**src/rtl/lc4_mdu_pkg.sv**
```systemverilog
// Shared types and op encodings for the LC4 iterative multiply/divide unit.
package lc4_mdu_pkg;

    typedef enum logic [1:0] {
        ST_IDLE = 2'd0,
        ST_RUN  = 2'd1,
        ST_DONE = 2'd2
    } mdu_state_e;

    localparam logic MDU_MULU = 1'b0;
    localparam logic MDU_DIVU = 1'b1;

endpackage

```
**src/rtl/lc4_mdu_step.sv**
```systemverilog
// One radix-2 iteration of the shift-add multiplier or restoring divider.
module lc4_mdu_step
    import lc4_mdu_pkg::*;
#(
    parameter int WORD_SIZE = 64
) (
    input  logic                 op,
    input  logic [WORD_SIZE-1:0] hi,
    input  logic [WORD_SIZE-1:0] lo,
    input  logic [WORD_SIZE-1:0] opb,
    output logic [WORD_SIZE-1:0] hi_next,
    output logic [WORD_SIZE-1:0] lo_next
);

    logic [WORD_SIZE:0] sum_s;
    logic [WORD_SIZE:0] prem_s;
    logic [WORD_SIZE:0] diff_s;

    // Partial remainder keeps the bit shifted out of rem so divisors with the MSB set stay exact.
    always_comb begin
        sum_s   = lo[0] ? ({1'b0, hi} + {1'b0, opb}) : {1'b0, hi};
        prem_s  = {hi, lo[WORD_SIZE-1]};
        diff_s  = prem_s - {1'b0, opb};
        hi_next = hi;
        lo_next = lo;
        case (op)
            MDU_MULU: begin
                hi_next = sum_s[WORD_SIZE:1];
                lo_next = {sum_s[0], lo[WORD_SIZE-1:1]};
            end
            MDU_DIVU: begin
                if (!diff_s[WORD_SIZE]) begin
                    hi_next = diff_s[WORD_SIZE-1:0];
                    lo_next = {lo[WORD_SIZE-2:0], 1'b1};
                end else begin
                    hi_next = prem_s[WORD_SIZE-1:0];
                    lo_next = {lo[WORD_SIZE-2:0], 1'b0};
                end
            end
            default: begin
                hi_next = hi;
                lo_next = lo;
            end
        endcase
    end

endmodule

```
**src/rtl/lc4_mdu.sv**
```systemverilog
// LC4 multi-cycle unsigned multiply/divide unit: FSM, iteration counter and
// result registers around the single-step datapath.
module lc4_mdu
    import lc4_mdu_pkg::*;
#(
    parameter int WORD_SIZE = 64,
    parameter int TAG_W     = 3
) (
    input  logic                 clk,
    input  logic                 rst,
    input  logic                 i_start,
    input  logic                 i_op,
    input  logic [WORD_SIZE-1:0] i_r1data,
    input  logic [WORD_SIZE-1:0] i_r2data,
    input  logic [TAG_W-1:0]     i_tag,
    output logic                 o_busy,
    output logic                 o_valid,
    output logic [WORD_SIZE-1:0] o_lo,
    output logic [WORD_SIZE-1:0] o_hi,
    output logic [TAG_W-1:0]     o_tag,
    output logic                 o_dbz
);

    localparam int CNT_W = $clog2(WORD_SIZE) + 1;

    mdu_state_e           state_q, state_d;
    logic [CNT_W-1:0]     cnt_q, cnt_d;
    logic                 op_q, op_d;
    logic [WORD_SIZE-1:0] opb_q, opb_d;
    logic [WORD_SIZE-1:0] acc_hi_q, acc_hi_d;
    logic [WORD_SIZE-1:0] acc_lo_q, acc_lo_d;
    logic [TAG_W-1:0]     tag_q, tag_d;
    logic                 busy_q, busy_d;
    logic                 valid_q, valid_d;
    logic [WORD_SIZE-1:0] res_lo_q, res_lo_d;
    logic [WORD_SIZE-1:0] res_hi_q, res_hi_d;
    logic [TAG_W-1:0]     res_tag_q, res_tag_d;
    logic                 dbz_q, dbz_d;

    logic [WORD_SIZE-1:0] step_hi_s;
    logic [WORD_SIZE-1:0] step_lo_s;

    lc4_mdu_step #(
        .WORD_SIZE (WORD_SIZE)
    ) u_step (
        .op      (op_q),
        .hi      (acc_hi_q),
        .lo      (acc_lo_q),
        .opb     (opb_q),
        .hi_next (step_hi_s),
        .lo_next (step_lo_s)
    );

    // Next-state, datapath loads and registered handshake outputs.
    always_comb begin
        state_d   = state_q;
        cnt_d     = cnt_q;
        op_d      = op_q;
        opb_d     = opb_q;
        acc_hi_d  = acc_hi_q;
        acc_lo_d  = acc_lo_q;
        tag_d     = tag_q;
        busy_d    = busy_q;
        valid_d   = 1'b0;
        res_lo_d  = res_lo_q;
        res_hi_d  = res_hi_q;
        res_tag_d = res_tag_q;
        dbz_d     = dbz_q;
        case (state_q)
            ST_IDLE: begin
                busy_d = 1'b0;
                if (i_start) begin
                    busy_d = 1'b1;
                    tag_d  = i_tag;
                    if ((i_op == MDU_DIVU) && (i_r2data == {WORD_SIZE{1'b0}})) begin
                        state_d   = ST_DONE;
                        valid_d   = 1'b1;
                        res_lo_d  = {WORD_SIZE{1'b1}};
                        res_hi_d  = i_r1data;
                        res_tag_d = i_tag;
                        dbz_d     = 1'b1;
                    end else begin
                        state_d  = ST_RUN;
                        cnt_d    = CNT_W'(WORD_SIZE);
                        op_d     = i_op;
                        acc_hi_d = {WORD_SIZE{1'b0}};
                        // Multiplier (r2) sits in lo for MULU; dividend (r1) for DIVU.
                        acc_lo_d = (i_op == MDU_DIVU) ? i_r1data : i_r2data;
                        opb_d    = (i_op == MDU_DIVU) ? i_r2data : i_r1data;
                    end
                end else begin
                    state_d = ST_IDLE;
                end
            end
            ST_RUN: begin
                busy_d   = 1'b1;
                acc_hi_d = step_hi_s;
                acc_lo_d = step_lo_s;
                cnt_d    = cnt_q - CNT_W'(1);
                if (cnt_q == CNT_W'(1)) begin
                    state_d   = ST_DONE;
                    valid_d   = 1'b1;
                    res_lo_d  = step_lo_s;
                    res_hi_d  = step_hi_s;
                    res_tag_d = tag_q;
                    dbz_d     = 1'b0;
                end else begin
                    state_d = ST_RUN;
                end
            end
            ST_DONE: begin
                state_d = ST_IDLE;
                busy_d  = 1'b0;
            end
            default: begin
                state_d = ST_IDLE;
                busy_d  = 1'b0;
            end
        endcase
    end

    // State and datapath registers with synchronous reset.
    always_ff @(posedge clk) begin
        if (rst) begin
            state_q   <= ST_IDLE;
            cnt_q     <= {CNT_W{1'b0}};
            op_q      <= MDU_MULU;
            opb_q     <= {WORD_SIZE{1'b0}};
            acc_hi_q  <= {WORD_SIZE{1'b0}};
            acc_lo_q  <= {WORD_SIZE{1'b0}};
            tag_q     <= {TAG_W{1'b0}};
            busy_q    <= 1'b0;
            valid_q   <= 1'b0;
            res_lo_q  <= {WORD_SIZE{1'b0}};
            res_hi_q  <= {WORD_SIZE{1'b0}};
            res_tag_q <= {TAG_W{1'b0}};
            dbz_q     <= 1'b0;
        end else begin
            state_q   <= state_d;
            cnt_q     <= cnt_d;
            op_q      <= op_d;
            opb_q     <= opb_d;
            acc_hi_q  <= acc_hi_d;
            acc_lo_q  <= acc_lo_d;
            tag_q     <= tag_d;
            busy_q    <= busy_d;
            valid_q   <= valid_d;
            res_lo_q  <= res_lo_d;
            res_hi_q  <= res_hi_d;
            res_tag_q <= res_tag_d;
            dbz_q     <= dbz_d;
        end
    end

    assign o_busy  = busy_q;
    assign o_valid = valid_q;
    assign o_lo    = res_lo_q;
    assign o_hi    = res_hi_q;
    assign o_tag   = res_tag_q;
    assign o_dbz   = dbz_q;

endmodule

```
**config.mk**
```make
export PLATFORM = sky130hd
export DESIGN_NAME = lc4_mdu
export DESIGN_NICKNAME = d
export VERILOG_FILES = /design/src/rtl/lc4_mdu_pkg.sv /design/src/rtl/lc4_mdu_step.sv /design/src/rtl/lc4_mdu.sv
export SDC_FILE = /design/constraint.sdc
export NUM_CORES = 1
export LEC_CHECK = 0
export ABC_AREA = 1
export ABC_CLOCK_PERIOD_IN_PS = 3400
export CAP_MARGIN = 20
export CORE_MARGIN = 2
export CORE_UTILIZATION = 30
export CTS_CLUSTER_SIZE = 12
export DETAILED_ROUTE_END_ITERATION = 8
export PLACE_DENSITY = 0.5
export SYNTH_ARGS = -nofsm -noshare
export SYNTH_HDL_FRONTEND = slang
export SYNTH_SLANG_ARGS = --single-unit
export TNS_END_PERCENT = 100
```
**constraint.sdc**
```tcl
create_clock -name clk -period 3.4 [get_ports clk]
set_input_delay 1.02 -clock clk [delete_from_list [all_inputs] [get_ports clk]]
set_output_delay 1.02 -clock clk [all_outputs]
set_load 0.005 [all_outputs]
```
### Yosys cells after proc, flatten, opt, wreduce, memory -nomap -nowiden

Index checks and enable logic that the tools add are counted.

* bits in registers: 339
* latch bits: 0
* bits in writable memories: 0
* bits in read-only memories: 0
* bits of input ports: 135
* output and inout port bits: 134
* logic and storage cells: 74
* memories kept: 0

* add/sub/neg operators: 3
* multiply operators: 0
* divide/modulo/power cells: 0
* order comparisons: 0
* equal/unequal tests: 6
* shifts and indexed selects: 0
* multiplexer cells: 42
* bitwise logic cells: 2
* reduce and logical (&&, ||, !) cells: 8

Operator list (count)
* 64-bit 2-to-1 mux: 13
* 64-bit case mux with 2 select lines: 6
* 64-bit by 64-bit adder with 65-bit output: 1
* 65-bit 2-to-1 mux: 1
* 65-bit by 64-bit subtractor with 65-bit output: 1
* 64-bit logical NOT: 1
* 7-bit 2-to-1 mux: 2
* 7-bit case mux with 2 select lines: 1
* 3-bit 2-to-1 mux: 3
* 1-bit 2-to-1 mux: 8
* 2-bit != test (second input constant): 4
* 7-bit by 1-bit equality test with 1-bit output (second input constant): 1
* 7-bit by 1-bit subtractor with 7-bit output (second input constant): 1
* 2-bit 2-to-1 mux: 3
* 1-bit case mux with 2 select lines: 3
* 3-bit case mux with 2 select lines: 1
* 3-bit AND reduction: 2
* 2-bit case mux with 2 select lines: 1
* 4-bit AND reduction: 1
* 2-bit by 1-bit equality test with 1-bit output (second input constant): 1
* 2-bit logical NOT: 1
* 1-bit inverter: 2
* 2-bit AND reduction: 1
* 2-bit nonzero test: 1
* 1-bit logical AND: 1

### Logic depth before layout (Yosys ltp)

Gate-level depths: netlist (run 1).

* depth in word-level cells: 5
* depth in mapped cells: 23

### Hierarchy

A second synthesis (run 1) with hierarchy kept.

* cell total of the unflattened synthesis: 5596
* area, all modules: 30389.1 um2

Modules (own cells, without submodules)
* lc4_mdu: instances 1, cells an instance 2444, area an instance 15967.8 um2, sequential area each 6766.5 um2
* lc4_mdu_step: instances 1, cells an instance 3152, area an instance 14421.3 um2, sequential area each 0.0 um2

### Least setup slack after synthesis (run 1)

OpenSTA, ideal clock, no wires.

* path kind: input-to-reg
* start point: in i_r2data[59]
* end point: reg res_hi_q[2] (netlist: o_hi[2])
* arrival: 2.526 ns
* setup slack: 0.759 ns
* cell stages on the path: 14
* path buffers: 2
* cells stage by stage: nor2_1 nand2_1 nor3_1 and3_1 inv_1 nor3_1 nand3b_1 nand2_1 nand2_1 buf_2 clkbuf_1 nand2_1 nand2_1 o21a_1

* cells in the longest elaborated chain, start to end: 4

RTL lines
* start: declaration: RTL line lc4_mdu.sv:14 `input logic [WORD_SIZE-1:0] i_r2data,`
* 64-bit logical NOT: RTL line lc4_mdu.sv:75 `if ((i_op == MDU_DIVU) && (i_r2data == {WORD_SIZE{1'b0}})) begin`
* 1-bit logical AND: RTL line lc4_mdu.sv:75
* 2-bit != test (no line)
* 4-bit AND reduction (no line)
* end signal: assignment: RTL line lc4_mdu.sv:135 `res_hi_q <= {WORD_SIZE{1'b0}};`
* end signal: assignment: RTL line lc4_mdu.sv:149 `res_hi_q <= res_hi_d;`
* end: declaration: RTL line lc4_mdu.sv:36 `logic [WORD_SIZE-1:0] res_hi_q, res_hi_d;`

Every way passes these cells.
A chain may end at the register's enable or synchronous reset.

### Worst setup path in the final report (run 1)

* start point: in i_r2data[50]
* end point: reg res_hi_q[56] (netlist: o_hi[56])

The elaborated chain is that of the path after synthesis.

==> impl_metrics.toml, run 1 <==
[cts]
holdBufCountCts = 0
clockBufferDepth = 3
clk_latency_ps = 590
cts_tree = "yes"
cts.sinks = 338
clk_pin_slew_ps = 60
cts_max_level = 2
cts-root-buf = "clkbuf_16"
cts_made_buffers = 40

[timing]
drv_slew = 0
fin_ws_ps = 73.19
relSlewSlack_pct = 16.40
setup_tns_ps = 0
skew_ps = 26.69
period_needed_ps = 3327
worst_pin_slew_ps = 1254
finalHoldViolations = 0
setup_viol = 0
max_freq_mhz = 300.6
period_share_pct = 97.85
grt_setup_unrepaired = "true"

[hold_path]
hold_end = "o_dbz$_SDFFE_PP0P_"
hold_start = "o_dbz$_SDFFE_PP0P_"
hold_path.class = "register to register"
worstHoldPathCells = 2

[global_routing]
antenna_found_initial = 5
grt_max_degree = 197
grt_usage_pct = 27.73
grt_pass1_vias = 31697
grt.overflow.total = 0
grt_pass1_wl_um = 205200

[placement]
dpl.cell_count = 6635
post-place-ws_ps = -572.8
gp_congestion = 0.9891
dp_hpwl_um = 112900
port_buffers = 268

[synthesis]
syn_avg_cell_area_um2 = 5.650
yosysWarnings = 0
syn-cell-area_mm2 = 0.02865
yosysSeqAreaShare_pct = 23.62
synth-edff-count = 0
async_reset_ff_share_pct = 0
ys_ff_latch = 338
synthFlopType = "dfxtp_1"
synthCells = 5070
synth_cell_type_count = 44
synth.net_count = 5337

[power_and_ir_drop]
total_leakage_power_uw = 0.01715
power_density_mw_per_mm2 = 427.0
irDropWorstVdd_uv = 342.7
power_uw = 15280

[setup_path]
crit_fanout = 16
critPathArrivalTime_ps = 3810
worstSetupEndpointType = "register"
path_class = "input port to register"
critical_path_required_ps = 3880
critPathLaunchType = "input port"
r2r_end = "o_hi[24]$_SDFFE_PP0P_"
r2r_slack_ps = 140
r2r_cells = 23
r2r_start = "acc_lo_q[63]$_SDFFE_PP0P_"

[job]
cap_violations = 0

[cells_and_area]
final_core_util_pct = 37.70
final_layout_size_suffix_gt1_share_pct = 7.988
area_delta_synth_final_pct = 24.87
instances_no_fill = 6714
final_nets = 5684

[die]
die_h_um = 313.0
die-area_mm2 = 0.09798
start_util_pct = 30.20
ioPinCount = 269
coreArea_mm2 = 0.09487
die_w_um = 313.0
num_rows = 113

[drt]
ant_nets = 0
dr.pass1.iters = 5
wl_met1_um = 66820
drt_iter0_drc = 2964
finalWirelength_um = 140600
drc = 0
dr_total_vias = 33785
dr_wl_met2_um = 57220
route.met3.wl_um = 12010
top_layer = "met5"
viasPerCell = 5.032
wl_per_cell_um = 20.94

[outcome]
outcome = "finished clean"
-- power by group --
part	switching [µW]	internal [µW]	total (µW)
Clock	1890	2520	4410
Sequential	369	4300	4670
Combinational	4040	2160	6200
-- worst max-delay path by stage --
stage / start / endpoint / slack (ps) / depth (start not counted)
floorplan: i_r2data[59] / o_hi[2]$_SDFFE_PP0P_ / 760 / 14
global route: opb_q[22]$_SDFFE_PP0P_ / acc_hi_q[38]$_SDFFE_PP0P_ / -20 / 19
global placement: i_r2data[45] / o_hi[56]$_SDFFE_PP0P_ / -500 / 13
CTS: i_r2data[45] / o_hi[56]$_SDFFE_PP0P_ / 30 / 13
finish: i_r2data[50] / o_hi[56]$_SDFFE_PP0P_ / 70 / 13
detailed placement: i_r2data[45] / o_hi[48]$_SDFFE_PP0P_ / -570 / 13
-- cell usage after synthesis (3+ instances only) --
cell type  number  area [µm²]
a211oi_1      125       938.4
a21oi_1       527        2638
a31oi_1        66       412.9
and2_1          5       31.28
buf_1           6       22.52
buf_2          56       280.3
buf_4           6       45.04
buf_6          10       112.6
clkbuf_1      153       574.3
clkinv_1        3       11.26
dfxtp_1       338        6766
ha_1          130        1627
inv_1         789        2962
inv_2          12       45.04
nand2_1      1653        6205
nand2_2        10       62.56
nand3_1       281        1406
nand3b_1       12       90.09
nand4_1        97       606.8
nor2_1        420        1577
nor2_2          5       31.28
nor3_1         25       125.1
nor4_1         15       93.84
o211ai_1       10       75.07
o21a_1          7       52.55
o21ai_0       228        1141
o21bai_1        8       60.06
or2_2           7       43.79
xnor2_1        13       113.9
xor2_1         35       306.5
-- flip-flops by register name, summed over array words and instances, names as in the netlist --
| register | count |
|---|---|
| acc_hi_q | 64 |
| acc_lo_q | 64 |
| o_hi | 64 |
| o_lo | 64 |
| opb_q | 64 |
| cnt_q | 7 |
| o_tag | 3 |
| tag_q | 3 |
| state_q | 2 |
| o_busy | 1 |
| o_dbz | 1 |
| op_q | 1 |
-- cell usage in the layout (no fill, tap or decap), types with 127 or more instances in the layout --
| master | n |
|---|---|
| ha_1 | 127 |
| buf_4 | 237 |
| a21oi_1 | 527 |
| clkdlybuf4s50_1 | 266 |
| nand2_1 | 1634 |
| o21ai_0 | 228 |
| nand3_1 | 278 |
| dfxtp_1 | 309 |
| nor2_1 | 415 |
| inv_1 | 788 |
-- metrics by stage --
stage | cell area (µm²) | hold slack [ps]
2_1_floorplan | 28650 | 441.0
3_3_place_gp | 34240 | 450.9
3_5_place_dp | 34240 | 462.2
4_1_cts | 35540 | 471.7
5_1_grt | 35770 | 485.7
6_report | 35770 | 473.6
-- cells by family after synthesis --
| group | after synthesis | synth area share, % |
|---|---|---|
| buf+inv | 1035 | 14.15 |
| xor+xnor | 48 | 1.468 |
| fa+ha+maj | 132 | 5.818 |
| simple gates | 2540 | 36.21 |
| compound gates | 977 | 18.73 |
| flops | 338 | 23.62 |
-- critical path, cell delays in order --
cell             delay (ps)
clkdlybuf4s50_1         430
nor4_1                  520
buf_4                   200
nand4_1                  90
buf_4                   190
nor3_1                  150
nand3b_1                170
nand2_2                 130
nand2_2                 110
inv_6                   190
buf_4                   280
nand3_1                 120
a21oi_1                 180
-- timing repair --
| action | CTS | global route |
|---|---|---|
| pin swaps | 0 | 3 |
| setup buffers | 0 | 2 |
| cloned | 0 | 3 |
| resized for setup | 1 | 57 |
| endpoints found under the setup margin | 1 | 130 |
-- per-layer routing --
metal	vias up	track usage [%]
li1	16935	-
met1	15451	40.54
met2	1217	40.30
met3	178	5.677
met4	4	8.797
met5	-	0
-- area by class of cell --
| type | count | area (µm²) |
|---|---|---|
| Antenna cell | 3 | 7.507 |
| Clock buffer | 59 | 1154 |
| Clock inverter | 12 | 137.6 |
| Fill cell | 10476 | 59100 |
| Inverter | 804 | 3032 |
| Multi-Input combinational cell | 3697 | 17940 |
| Sequential cell | 338 | 6808 |
| Tap cell | 1265 | 1583 |
| Timing Repair Buffer | 536 | 5107 |
Note: power is estimated with default switching activity, not from simulation.
==> run 2, diff against run 1 <==
SETUP_SLACK_MARGIN = 0.4   (was unset)
==> run 2 against run 1 <==
Against the previous run:
- critical endpoint is now acc_lo_q[48]$_SDFFE_PP0P_
- worst hold slack worse by 1.5 ps
- maximum frequency grew 12%
- power rose by 5.3%
- core utilization increased by 2.8 points
- count of clock-buffer cells in the layout did not move
==> impl_metrics.toml, run 2 (same netlist as run 1, synthesis figures left out) <==
[outcome]
outcome = "finished clean"

[setup_path]
critPathArrivalTime_ps = 3430
worstSetupEndpointType = "register"
crit_fanout = 7
critPathLaunchType = "input port"
path_class = "input port to register"
critical_path_required_ps = 3860

[cts]
cts_max_level = 2
cts.sinks = 338
cts_made_buffers = 40
clk_pin_slew_ps = 60
clk_latency_ps = 590
clockBufferDepth = 3
cts_tree = "yes"
cts-root-buf = "clkbuf_16"

[timing]
period_needed_ps = 2970
period_share_pct = 87.36
max_freq_mhz = 336.7
setup_viol = 0
worst_pin_slew_ps = 1270
grt_setup_unrepaired = "true"
setup_tns_ps = 0
skew_ps = 29.52
fin_ws_ps = 429.9
finalHoldViolations = 0
relSlewSlack_pct = 15.33
drv_slew = 0

[drt]
ant_nets = 0
top_layer = "met5"
dr.pass1.iters = 6
dr_wl_met2_um = 61970
dr_total_vias = 34423
drc = 0
finalWirelength_um = 145600
route.met3.wl_um = 12210
drt_iter0_drc = 2894
viasPerCell = 5.086
wl_met1_um = 67480
wl_per_cell_um = 21.51

[die]
die_w_um = 313.0
ioPinCount = 269
die-area_mm2 = 0.09798
coreArea_mm2 = 0.09487
die_h_um = 313.0
num_rows = 113
start_util_pct = 30.20

[global_routing]
grt_usage_pct = 28.16
grt_pass1_wl_um = 208400
grt_max_degree = 197
antenna_found_initial = 8
grt.overflow.total = 0
grt_pass1_vias = 31941

[placement]
port_buffers = 268
placed_cell_area_mm2 = 0.03424
dp_hpwl_um = 112900
post-place-ws_ps = -572.8
gp_congestion = 0.9891

[cells_and_area]
final_nets = 5736
final_layout_size_suffix_gt1_share_pct = 15.41
fill_cells = 10276
layout_common_cells = "nand2_1 (1519), inv_1 (784), a21oi_1 (504)"
area_delta_synth_final_pct = 34.22
final_common_cell = "nand2_1"
design_area_mm2 = 0.03845

[power_and_ir_drop]
total_leakage_power_uw = 0.01802
power_density_mw_per_mm2 = 418.5
irDropWorstVdd_uv = 341.8

[job]
cap_violations = 0

[hold_path]
hold_path.class = "register to register"
-- run 2: changes by cell type in the layout (fill, tap and decap cells not counted), moves of 38 or more --
cell | before | now
nor2_2 | 9 | 49
nand2_2 | 27 | 123
ha_1 | 127 | 74
nor2_1 | 415 | 367
nand2_1 | 1634 | 1519
ha_4 | 0 | 38
dfxtp_1 | 309 | 247
-- run 2: timing repair --
item	4_1_cts	5_1_grt
setup endpoints to repair	328	282
buffers inserted	20	15
gates cloned	7	15
resized for setup	218	359
pin swaps	27	57
hold endpoints to repair	0	0
hold buffers	0	0
-- run 2: worst max-delay path, cell delays in order --
cell             delay, ps
clkdlybuf4s50_1        440
or2_2                  340
nor4_4                 250
buf_4                  170
nand2_1                 70
nor3_1                 180
buf_4                  150
nand3_4                 90
nand2_8                140
buf_12                 170
buf_4                  130
nor2_1                  30
a211oi_1               230
-- run 2: layout make-up --
type | count | area (µm²) | share of cell area, %
Clock inverter | 12 | 137.6 | 0.3580
Clock buffer | 59 | 1154 | 3.000
Multi-Input combinational cell | 3697 | 19480 | 50.66
Inverter | 804 | 3042 | 7.911
Antenna cell | 5 | 12.51 | 0.03254
Timing Repair Buffer | 588 | 6076 | 15.80
Sequential cell | 338 | 6968 | 18.12
Tap cell | 1265 | 1583 | 4.117
-- run 2: worst paths after layout --
kind              slack [ps]  cells after the start                   endpoint                      start
setup / recovery         430                     13  acc_lo_q[48]$_SDFFE_PP0P_                i_r2data[3]
hold / removal           470                      2         o_dbz$_SDFFE_PP0P_         o_dbz$_SDFFE_PP0P_
setup reg to reg         440                     24      o_hi[29]$_SDFFE_PP0P_  acc_lo_q[63]$_SDFFE_PP0P_
hold reg to reg          470                      2         o_dbz$_SDFFE_PP0P_         o_dbz$_SDFFE_PP0P_
-- run 2: metrics by stage --
stage / power [µW] / cells / utilization (%) / hold WS [ps]
2_1_floorplan: 8166 / 5070 / - / 441.0
3_3_place_gp: 10720 / 6635 / 36.10 / 450.9
3_5_place_dp: 10700 / 6635 / 36.10 / 462.2
4_1_cts: 15540 / 6733 / 38.63 / 471.7
5_1_grt: 16950 / 6768 / 40.53 / 485.7
6_report: 16090 / 6768 / 40.53 / 472.1
-- run 2: metal layers --
metal / GRT usage (%) / vias to the layer above
met3: 4.724 / 176
met4: 7.590 / 6
li1: - / 17053
met5: 0 / -
met2: 41.95 / 1253
met1: 41.49 / 15935
-- run 2: where the power goes --
part           switching [µW]  internal [µW]
Clock                    1900           2520
Sequential                384           4300
Combinational            4390           2600
